File: config.mk
export PLATFORM = sky130hd
export DESIGN_NAME = decrypt_stream_unit_flat
export DESIGN_NICKNAME = d
export VERILOG_FILES = /design/src/rtl/decrypt_stream_unit_pkg.sv /design/src/rtl/decrypt_stream_unit_if.sv /design/src/rtl/decrypt_stream_unit_lfsr.sv /design/src/rtl/decrypt_stream_unit.sv /design/src/flat_wrapper.sv
export SDC_FILE = /design/constraint.sdc
export NUM_CORES = 1
export LEC_CHECK = 0
export CAP_MARGIN = 10
export CORE_MARGIN = 2
export CORE_UTILIZATION = 25
export CTS_CLUSTER_SIZE = 14
export DETAILED_ROUTE_END_ITERATION = 10
export SKIP_CTS_REPAIR_TIMING = 1
export SYNTH_ARGS = -nofsm -noshare
export SYNTH_HDL_FRONTEND = slang
export SYNTH_SLANG_ARGS = --single-unit
File: constraint.sdc
create_clock -name clk -period 3.3 [get_ports clk]
set_clock_uncertainty 0.05 [all_clocks]
set_input_delay 0.66 -clock clk [delete_from_list [all_inputs] [get_ports clk]]
set_output_delay 0.66 -clock clk [all_outputs]
set_load 0.1 [all_outputs]
File: src/rtl/decrypt_stream_unit_pkg.sv
// Shared definitions for the decrypt stream unit.
//   state_e        : control FSM states
//   DEFAULT_POLY   : default Galois LFSR feedback mask (16-bit chunks)
//   DEFAULT_KEY    : key value after reset
//   fold_seed()    : XOR-folds a key into one chunk-wide LFSR seed
package decrypt_pkg;

   typedef enum logic [1:0] {
      StIdle,
      StDecrypt,
      StOutput
   } state_e;

   localparam logic [15:0] DEFAULT_POLY = 16'hB400;
   localparam logic [63:0] DEFAULT_KEY  = 64'h9c18a4b3d408eeb7;

   // The fold is written against fixed maximum widths so that one function serves every
   // parameterisation. Supported: KEY_W <= 256, DATAW <= 64, KEY_W/DATAW <= 64.
   localparam int unsigned FOLD_MAX_KEY_W  = 256;
   localparam int unsigned FOLD_MAX_DATAW  = 64;
   localparam int unsigned FOLD_MAX_CHUNKS = 64;

   // XOR of all dataw-wide chunks of key; an all-zero result would lock the LFSR,
   // so it is replaced by all-ones.
   function automatic logic [FOLD_MAX_DATAW-1:0] fold_seed(
      input logic [FOLD_MAX_KEY_W-1:0] key,
      input int unsigned               key_w,
      input int unsigned               dataw
   );
      logic [FOLD_MAX_DATAW-1:0] mask;
      logic [FOLD_MAX_DATAW-1:0] acc;
      mask = {FOLD_MAX_DATAW{1'b1}} >> (FOLD_MAX_DATAW - dataw);
      acc  = '0;
      for (int unsigned i = 0; i < FOLD_MAX_CHUNKS; i++) begin
         if (i < key_w / dataw) begin
            acc = acc ^ (FOLD_MAX_DATAW'(key >> (i * dataw)) & mask);
         end
      end
      if (acc == '0) begin
         acc = mask;
      end
      return acc;
   endfunction

endpackage

File: src/rtl/decrypt_stream_unit_if.sv
// Word stream bundle for the decrypt stream unit.
//   in_data/in_valid/in_ready    : ciphertext word handshake (producer -> unit)
//   out_data/out_valid/out_ready : plaintext word handshake (unit -> consumer)
// master: the side that feeds ciphertext and consumes plaintext.
// slave : the decrypt unit itself.
interface decrypt_stream_unit_if #(
   parameter int unsigned IN_W = 32
);
   logic [IN_W-1:0] in_data;
   logic            in_valid;
   logic            in_ready;
   logic [IN_W-1:0] out_data;
   logic            out_valid;
   logic            out_ready;

   modport master (
      output in_data, in_valid, out_ready,
      input  in_ready, out_data, out_valid
   );

   modport slave (
      input  in_data, in_valid, out_ready,
      output in_ready, out_data, out_valid
   );
endinterface

File: src/rtl/decrypt_stream_unit_lfsr.sv
// Chunk-wide Galois LFSR holding the keystream state.
//   clk   : rising-edge clock
//   load  : replace the state with seed (wins over step)
//   step  : advance one step: lsb = s[0]; s >>= 1; if lsb, s ^= POLY
//   seed  : value used by load
//   state : current LFSR state
// No reset port: the owner drives load with the reset seed while its reset is asserted.
module keystream_lfsr
   import decrypt_pkg::*;
#(
   parameter int unsigned      DATAW = 16,
   parameter logic [DATAW-1:0] POLY  = DATAW'(DEFAULT_POLY)
) (
   input  logic             clk,
   input  logic             load,
   input  logic             step,
   input  logic [DATAW-1:0] seed,
   output logic [DATAW-1:0] state
);

   logic [DATAW-1:0] state_q;
   logic [DATAW-1:0] state_d;

   always_comb begin
      state_d = state_q;
      if (load) begin
         state_d = seed;
      end else if (step) begin
         state_d = (state_q >> 1) ^ (state_q[0] ? POLY : '0);
      end
   end

   always_ff @(posedge clk) begin
      state_q <= state_d;
   end

   assign state = state_q;

endmodule

File: src/rtl/decrypt_stream_unit.sv
// Stream decryptor: XORs each DATAW chunk of a ciphertext word with an LFSR keystream and
// the matching key chunk, one chunk per clock, then presents the plaintext word.
//   clk, reset : clock; synchronous active-high reset
//   key_in     : new key value, taken when key_load is high in IDLE
//   key_load   : one-cycle key load request
//   ks_mode    : 0 = keystream continues across words, 1 = reseed from key per word
//   bus        : word stream handshakes (slave side)
//   key_err    : sticky, key_load seen while a word was in flight
//   word_cnt   : words delivered, wraps at 16 bits
module decrypt_stream_unit
   import decrypt_pkg::*;
#(
   parameter int unsigned      IN_W        = 32,
   parameter int unsigned      KEY_W       = 64,
   parameter int unsigned      DATAW       = 16,
   parameter logic [DATAW-1:0] POLY        = DATAW'(DEFAULT_POLY),
   parameter logic [KEY_W-1:0] KEY_DEFAULT = KEY_W'(DEFAULT_KEY)
) (
   input  logic                 clk,
   input  logic                 reset,
   input  logic [KEY_W-1:0]     key_in,
   input  logic                 key_load,
   input  logic                 ks_mode,
   decrypt_stream_unit_if.slave bus,
   output logic                 key_err,
   output logic [15:0]          word_cnt
);

   localparam int unsigned NCH    = IN_W / DATAW;
   localparam int unsigned NKC    = KEY_W / DATAW;
   localparam int unsigned IDX_W  = (NCH > 1) ? $clog2(NCH) : 1;
   localparam int unsigned KIDX_W = (NKC > 1) ? $clog2(NKC) : 1;

   function automatic logic [DATAW-1:0] seed_of(input logic [KEY_W-1:0] k);
      return DATAW'(fold_seed(FOLD_MAX_KEY_W'(k), KEY_W, DATAW));
   endfunction

   state_e              state_q;
   state_e              state_d;
   logic [KEY_W-1:0]    key_q;
   logic [IN_W-1:0]     data_q;
   logic [IN_W-1:0]     out_data_q;
   logic [IDX_W-1:0]    idx_q;
   logic                key_err_q;
   logic [15:0]         word_cnt_q;

   logic                in_ready;
   logic                out_valid;
   logic                handshake;
   logic                last_chunk;
   logic                lfsr_load;
   logic                lfsr_step;
   logic [DATAW-1:0]    lfsr_seed;
   logic [DATAW-1:0]    lfsr_state;
   logic [KIDX_W-1:0]   kidx;
   logic [DATAW-1:0]    key_chunk;
   logic [IN_W-1:0]     plain_word;

   assign handshake  = bus.in_valid && in_ready;
   assign last_chunk = (idx_q == IDX_W'(NCH - 1));

   // ---------------- FSM: state register ----------------
   always_ff @(posedge clk) begin
      if (reset) begin
         state_q <= StIdle;
      end else begin
         state_q <= state_d;
      end
   end

   // ---------------- FSM: next state ----------------
   always_comb begin
      state_d = state_q;
      unique case (state_q)
         StIdle:    if (handshake)     state_d = StDecrypt;
         StDecrypt: if (last_chunk)    state_d = StOutput;
         StOutput:  if (bus.out_ready) state_d = StIdle;
         default:                      state_d = StIdle;
      endcase
   end

   // ---------------- FSM: outputs and keystream control ----------------
   always_comb begin
      in_ready  = 1'b0;
      out_valid = 1'b0;
      lfsr_load = 1'b0;
      lfsr_step = 1'b0;
      lfsr_seed = seed_of(key_q);
      unique case (state_q)
         StIdle:    in_ready  = !key_load && !reset;
         StDecrypt: lfsr_step = 1'b1;
         StOutput:  out_valid = 1'b1;
         default:   ;
      endcase
      // Load priority: reset seed, then a key load, then a per-word reseed.
      if (reset) begin
         lfsr_load = 1'b1;
         lfsr_seed = seed_of(KEY_DEFAULT);
      end else if (state_q == StIdle && key_load) begin
         lfsr_load = 1'b1;
         lfsr_seed = seed_of(key_in);
      end else if (in_ready && bus.in_valid && ks_mode) begin
         lfsr_load = 1'b1;
      end
   end

   keystream_lfsr #(
      .DATAW (DATAW),
      .POLY  (POLY)
   ) u_lfsr (
      .clk   (clk),
      .load  (lfsr_load),
      .step  (lfsr_step),
      .seed  (lfsr_seed),
      .state (lfsr_state)
   );

   // Current word with chunk idx_q replaced by its plaintext.
   always_comb begin
      kidx       = KIDX_W'(32'(idx_q) % NKC);
      key_chunk  = key_q[kidx*DATAW +: DATAW];
      plain_word = data_q;
      plain_word[idx_q*DATAW +: DATAW] = data_q[idx_q*DATAW +: DATAW] ^ lfsr_state ^ key_chunk;
   end

   // ---------------- datapath ----------------
   always_ff @(posedge clk) begin
      if (reset) begin
         key_q      <= KEY_DEFAULT;
         data_q     <= '0;
         out_data_q <= '0;
         idx_q      <= '0;
         key_err_q  <= 1'b0;
         word_cnt_q <= '0;
      end else begin
         if (key_load) begin
            if (state_q == StIdle) begin
               key_q <= key_in;
            end else begin
               key_err_q <= 1'b1;
            end
         end
         if (handshake) begin
            data_q <= bus.in_data;
            idx_q  <= '0;
         end
         if (state_q == StDecrypt) begin
            data_q <= plain_word;
            idx_q  <= idx_q + IDX_W'(1);
            // out_data keeps the previous word until the new one is complete.
            if (last_chunk) begin
               out_data_q <= plain_word;
            end
         end
         if (out_valid && bus.out_ready) begin
            word_cnt_q <= word_cnt_q + 16'd1;
         end
      end
   end

   assign bus.in_ready  = in_ready;
   assign bus.out_valid = out_valid;
   assign bus.out_data  = out_data_q;
   assign key_err       = key_err_q;
   assign word_cnt      = word_cnt_q;

endmodule

File: src/flat_wrapper.sv
// flat-port wrapper written by rule: the top's interface ports become plain ports
module decrypt_stream_unit_flat import decrypt_pkg::*;
#(
   parameter int unsigned      IN_W        = 32,
   parameter int unsigned      KEY_W       = 64,
   parameter int unsigned      DATAW       = 16,
   parameter logic [DATAW-1:0] POLY        = DATAW'(DEFAULT_POLY),
   parameter logic [KEY_W-1:0] KEY_DEFAULT = KEY_W'(DEFAULT_KEY)
)
  (clk, reset, key_in, key_load, ks_mode, key_err, word_cnt, bus_in_data, bus_in_valid, bus_out_ready, bus_in_ready, bus_out_data, bus_out_valid);
  decrypt_stream_unit_if #(.IN_W(IN_W)) bus_i ();
  input  logic clk;
  input  logic reset;
  input  logic [KEY_W-1:0] key_in;
  input  logic key_load;
  input  logic ks_mode;
  output logic key_err;
  output logic [15:0] word_cnt;
  input wire logic [$bits(bus_i.in_data)-1:0] bus_in_data;
  input wire logic [$bits(bus_i.in_valid)-1:0] bus_in_valid;
  input wire logic [$bits(bus_i.out_ready)-1:0] bus_out_ready;
  output wire logic [$bits(bus_i.in_ready)-1:0] bus_in_ready;
  output wire logic [$bits(bus_i.out_data)-1:0] bus_out_data;
  output wire logic [$bits(bus_i.out_valid)-1:0] bus_out_valid;
  assign bus_i.in_data = bus_in_data;
  assign bus_i.in_valid = bus_in_valid;
  assign bus_i.out_ready = bus_out_ready;
  assign bus_in_ready = bus_i.in_ready;
  assign bus_out_data = bus_i.out_data;
  assign bus_out_valid = bus_i.out_valid;
  decrypt_stream_unit #(.IN_W(IN_W), .KEY_W(KEY_W), .DATAW(DATAW), .POLY(POLY), .KEY_DEFAULT(KEY_DEFAULT)) u_core (.clk(clk), .reset(reset), .key_in(key_in), .key_load(key_load), .ks_mode(ks_mode), .bus(bus_i), .key_err(key_err), .word_cnt(word_cnt));
endmodule
==> results.toml <==
[run_status]
status = "complete, no violations"

[power_and_ir_drop]
power_leakage_nw = 3.79
switching_share_pct = 30.5
pwr-share-comb_pct = 19.4
p_switching_mw = 1.60
p_seq_share_pct = 43.2
p_int_mw = 3.66
power_mw = 5.26
p_per_area_nw_per_um2 = 506
vdd_drop_max_mv = 0.367
clkPwrFrac_pct = 37.3

[logic_synthesis]
synth_top_cell_by_area = "dfxtp_1"
syn_area_um2 = 8020
avgSynthCellArea_um2 = 8.36
ys_seq_elements = 164
ys.flop_type = "dfxtp_1"
syn-num-nets = 1063
synth_cells = 960
ys_seq_area_share_pct = 42.9
synth_cell_types = 39
synth_area_leaders = "dfxtp_1, xnor2_1, nand2_1, edfxtp_1, xor2_1"
synth_edf_count = 16
async_reset_ff_share_pct = 0
yosysWarningCount = 0
yosysTopAreaCellShare_pct = 36.9

[detailed_routing]
final_antenna_net_count = 0
wirelength_um = 24500
wl_per_cell_um = 16.3
drt_iter0_drc = 508
drc = 0
viasPerCell = 4.60
dr.pass1.iters = 6
vias = 6903

[final_layout]
nFillCells = 3348
finalNetCount = 1189
instances_no_fill = 1502
area_delta_synth_final_pct = 29.6
layout-drive-gt1-share_pct = 10.8
fin_util_pct = 33.0
final_cell_area_um2 = 10400
seq_area_um2 = 3440
multi_input_area_um2 = 4320

[floorplan]
fp.dieW_um = 183
die-area_um2 = 33500
ioPinCount = 153
placementRows = 65
die_y_um = 183
initial_core_util_pct = 25.4
coreArea_um2 = 31600

[sta]
worstMarginPinSlew_ps = 975
whs_ps = 408
setup_ws_ps = 631
fin_crit_ps = 2670
fin_crit_sh_pct = 80.9
finalSetupTns_ps = 0
max_freq_mhz = 375
hold_violations = 0
relSlewSlack_pct = 35.0
setup_viol = 0
drv_slew = 0
rsz0062_at_grt = "false"

[placed_design]
hpwlAfterDp_um = 18500
place_area_um2 = 9830
dp_cells = 1469
dp_slack_ps = 239
portBuffers = 152
gp_congestion = 0.823

[global_route]
use_met1_pct = 21.7
grt_pass1_wl_um = 37500
grt_overflow = 0
first_global_vias = 6458
grtUsageMet2_pct = 21.7
grt_use_met3_pct = 2.70
antenna_found_initial = 1
grt_usage_pct = 14.6
grt_max_degree = 92
top_usage_layer = "met1"

[worst_setup_path]
max_stage_delay_ps = 450
crit_type = "input pin to register"
path_max_fanout = 14
cp_data_arrival_time_ps = 2850
cpLargestDelayFamily = "buffers and inverters"
critical-path-slowest-cell = "clkdlybuf4s50_1"
required_ps = 3480
path_buf_inv = 2
cp_cell_sequence = "clkdlybuf4s50_1 -> xnor2_1 -> xnor2_1 -> nand4_1 -> nor4_2 -> buf_4 -> nor2_1 -> a221oi_1"
crit_top_cell = "xnor2_1"
start_kind = "input pin"
end_kind = "register"

[clocking]
htreeDepth = 4
clock_latency_ps = 430
tritoncts = "built"
clock-root-buffer = "clkbuf_16"
ctsLongestPathBuffers = 2
cts_sinks = 164
clkTransAtPathRegs_ps = 80
cts_buffers = 17

[run]
maxCapViolCount = 0

[min_path]
hp-class = "register to register"
worst paths after layout:
check | start | end | slack (ps) | depth (start not counted)
setup / recovery | key_in[25] | u_core.u_lfsr.state[10] | 630 | 8
hold / removal | u_core.bus.out_data[6] | u_core.bus.out_data[6] | 410 | 2
setup reg to reg | u_core.key_q[2] | u_core.u_lfsr.state[10] | 810 | 6
hold reg to reg | u_core.bus.out_data[6] | u_core.bus.out_data[6] | 410 | 2
cells in the mapped netlist (3+ instances only):
library cell and count:
o311a_1 3, a2111oi_0 6, buf_1 7, o31ai_2 7
o21ai_0 21, clkbuf_1 50, nand4_1 13, and3_1 13
o31ai_1 3, and4_1 5, nand2_1 226, nand3_1 3
and2_1 4, dfxtp_1 148, a221oi_1 25, nor2_1 98
xor2_1 43, xnor2_1 117, nand2b_1 5, buf_2 7
nor4_1 14, a21oi_1 58, a211oi_1 18, edfxtp_1 16
nand3b_1 31
state kept, by name, indices dropped and copies added, names as in the netlist:
| register | flops |
|---|---|
| u_core.bus.out_data | 32 |
| u_core.data_q | 32 |
| u_core.idx_q | 1 |
| u_core.key_err | 1 |
| u_core.key_q | 64 |
| u_core.state_q | 2 |
| u_core.u_lfsr.state | 16 |
| u_core.word_cnt | 16 |
power groups by stage:
stage | combinational [mW] | clock (mW) | sequential [mW]
finish | 1.02 | 1.96 | 2.27
CTS | 1.02 | 2.01 | 2.27
global route | 1.11 | 2.09 | 2.29
floorplan | 0.625 | 0 | 2.30
detailed placement | 1.02 | 0 | 2.32
global placement | 1.01 | 0 | 2.31
worst min-delay path, delay by kind of cell, from the launching register on:
| kind | cells | cell delay [ps] |
|---|---|---|
| AOI/OAI and AO/OA | 1 | 50 |
| DFF | 1 | 310 |
| and+or+nand+nor | 1 | 50 |
cells in the final DEF, fill, tap and decap left out, drive strengths merged, types with 2 or more instances in the layout:
cell type / n
a2111oi: 6
a211oi: 19
a21oi: 58
a221oi: 25
a31oi: 2
and2: 4
and3: 15
and4: 5
buf: 73
clkbuf: 18
clkdlybuf4s50: 100
clkinv: 4
dfxtp: 148
edfxtp: 16
inv: 9
nand2: 226
nand2b: 5
nand3: 3
nand3b: 31
nand4: 13
nor2: 98
nor2b: 2
nor4: 16
o21ai: 21
o311a: 3
o31ai: 10
or3: 2
xnor2: 117
xor2: 43
kinds of logic (layout without fill, tap and decap cells):
kind of cell,count (synthesis),in the layout,share of synthesized area [%]
other,0,1,0
buffers and inverters,67,206,3.43
and+or+nand+nor,423,423,23.9
muxes,1,1,0.125
adders and majority gates,1,1,0.156
DFF,164,164,42.9
AOI/OAI and AO/OA,144,144,12.1
xor gates and xnor gates,160,160,17.5
final cells by class:
cell class | count | share of cell area (%)
Antenna cell | 1 | 0.0241
Clock buffer | 18 | 4.13
Clock inverter | 14 | 1.34
Inverter | 1 | 0.0361
Multi-Input combinational cell | 729 | 41.5
Sequential cell | 164 | 33.1
Tap cell | 402 | 4.84
Timing Repair Buffer | 173 | 15.0
layer usage:
| layer | wire [µm] | vias up |
|---|---|---|
| li1 | - | 3497 |
| met1 | 12300 | 3180 |
| met2 | 10600 | 210 |
| met3 | 1300 | 16 |
| met4 | 289 | 0 |
| met5 | 0 | - |
Note: power is estimated with default switching activity, not from simulation.
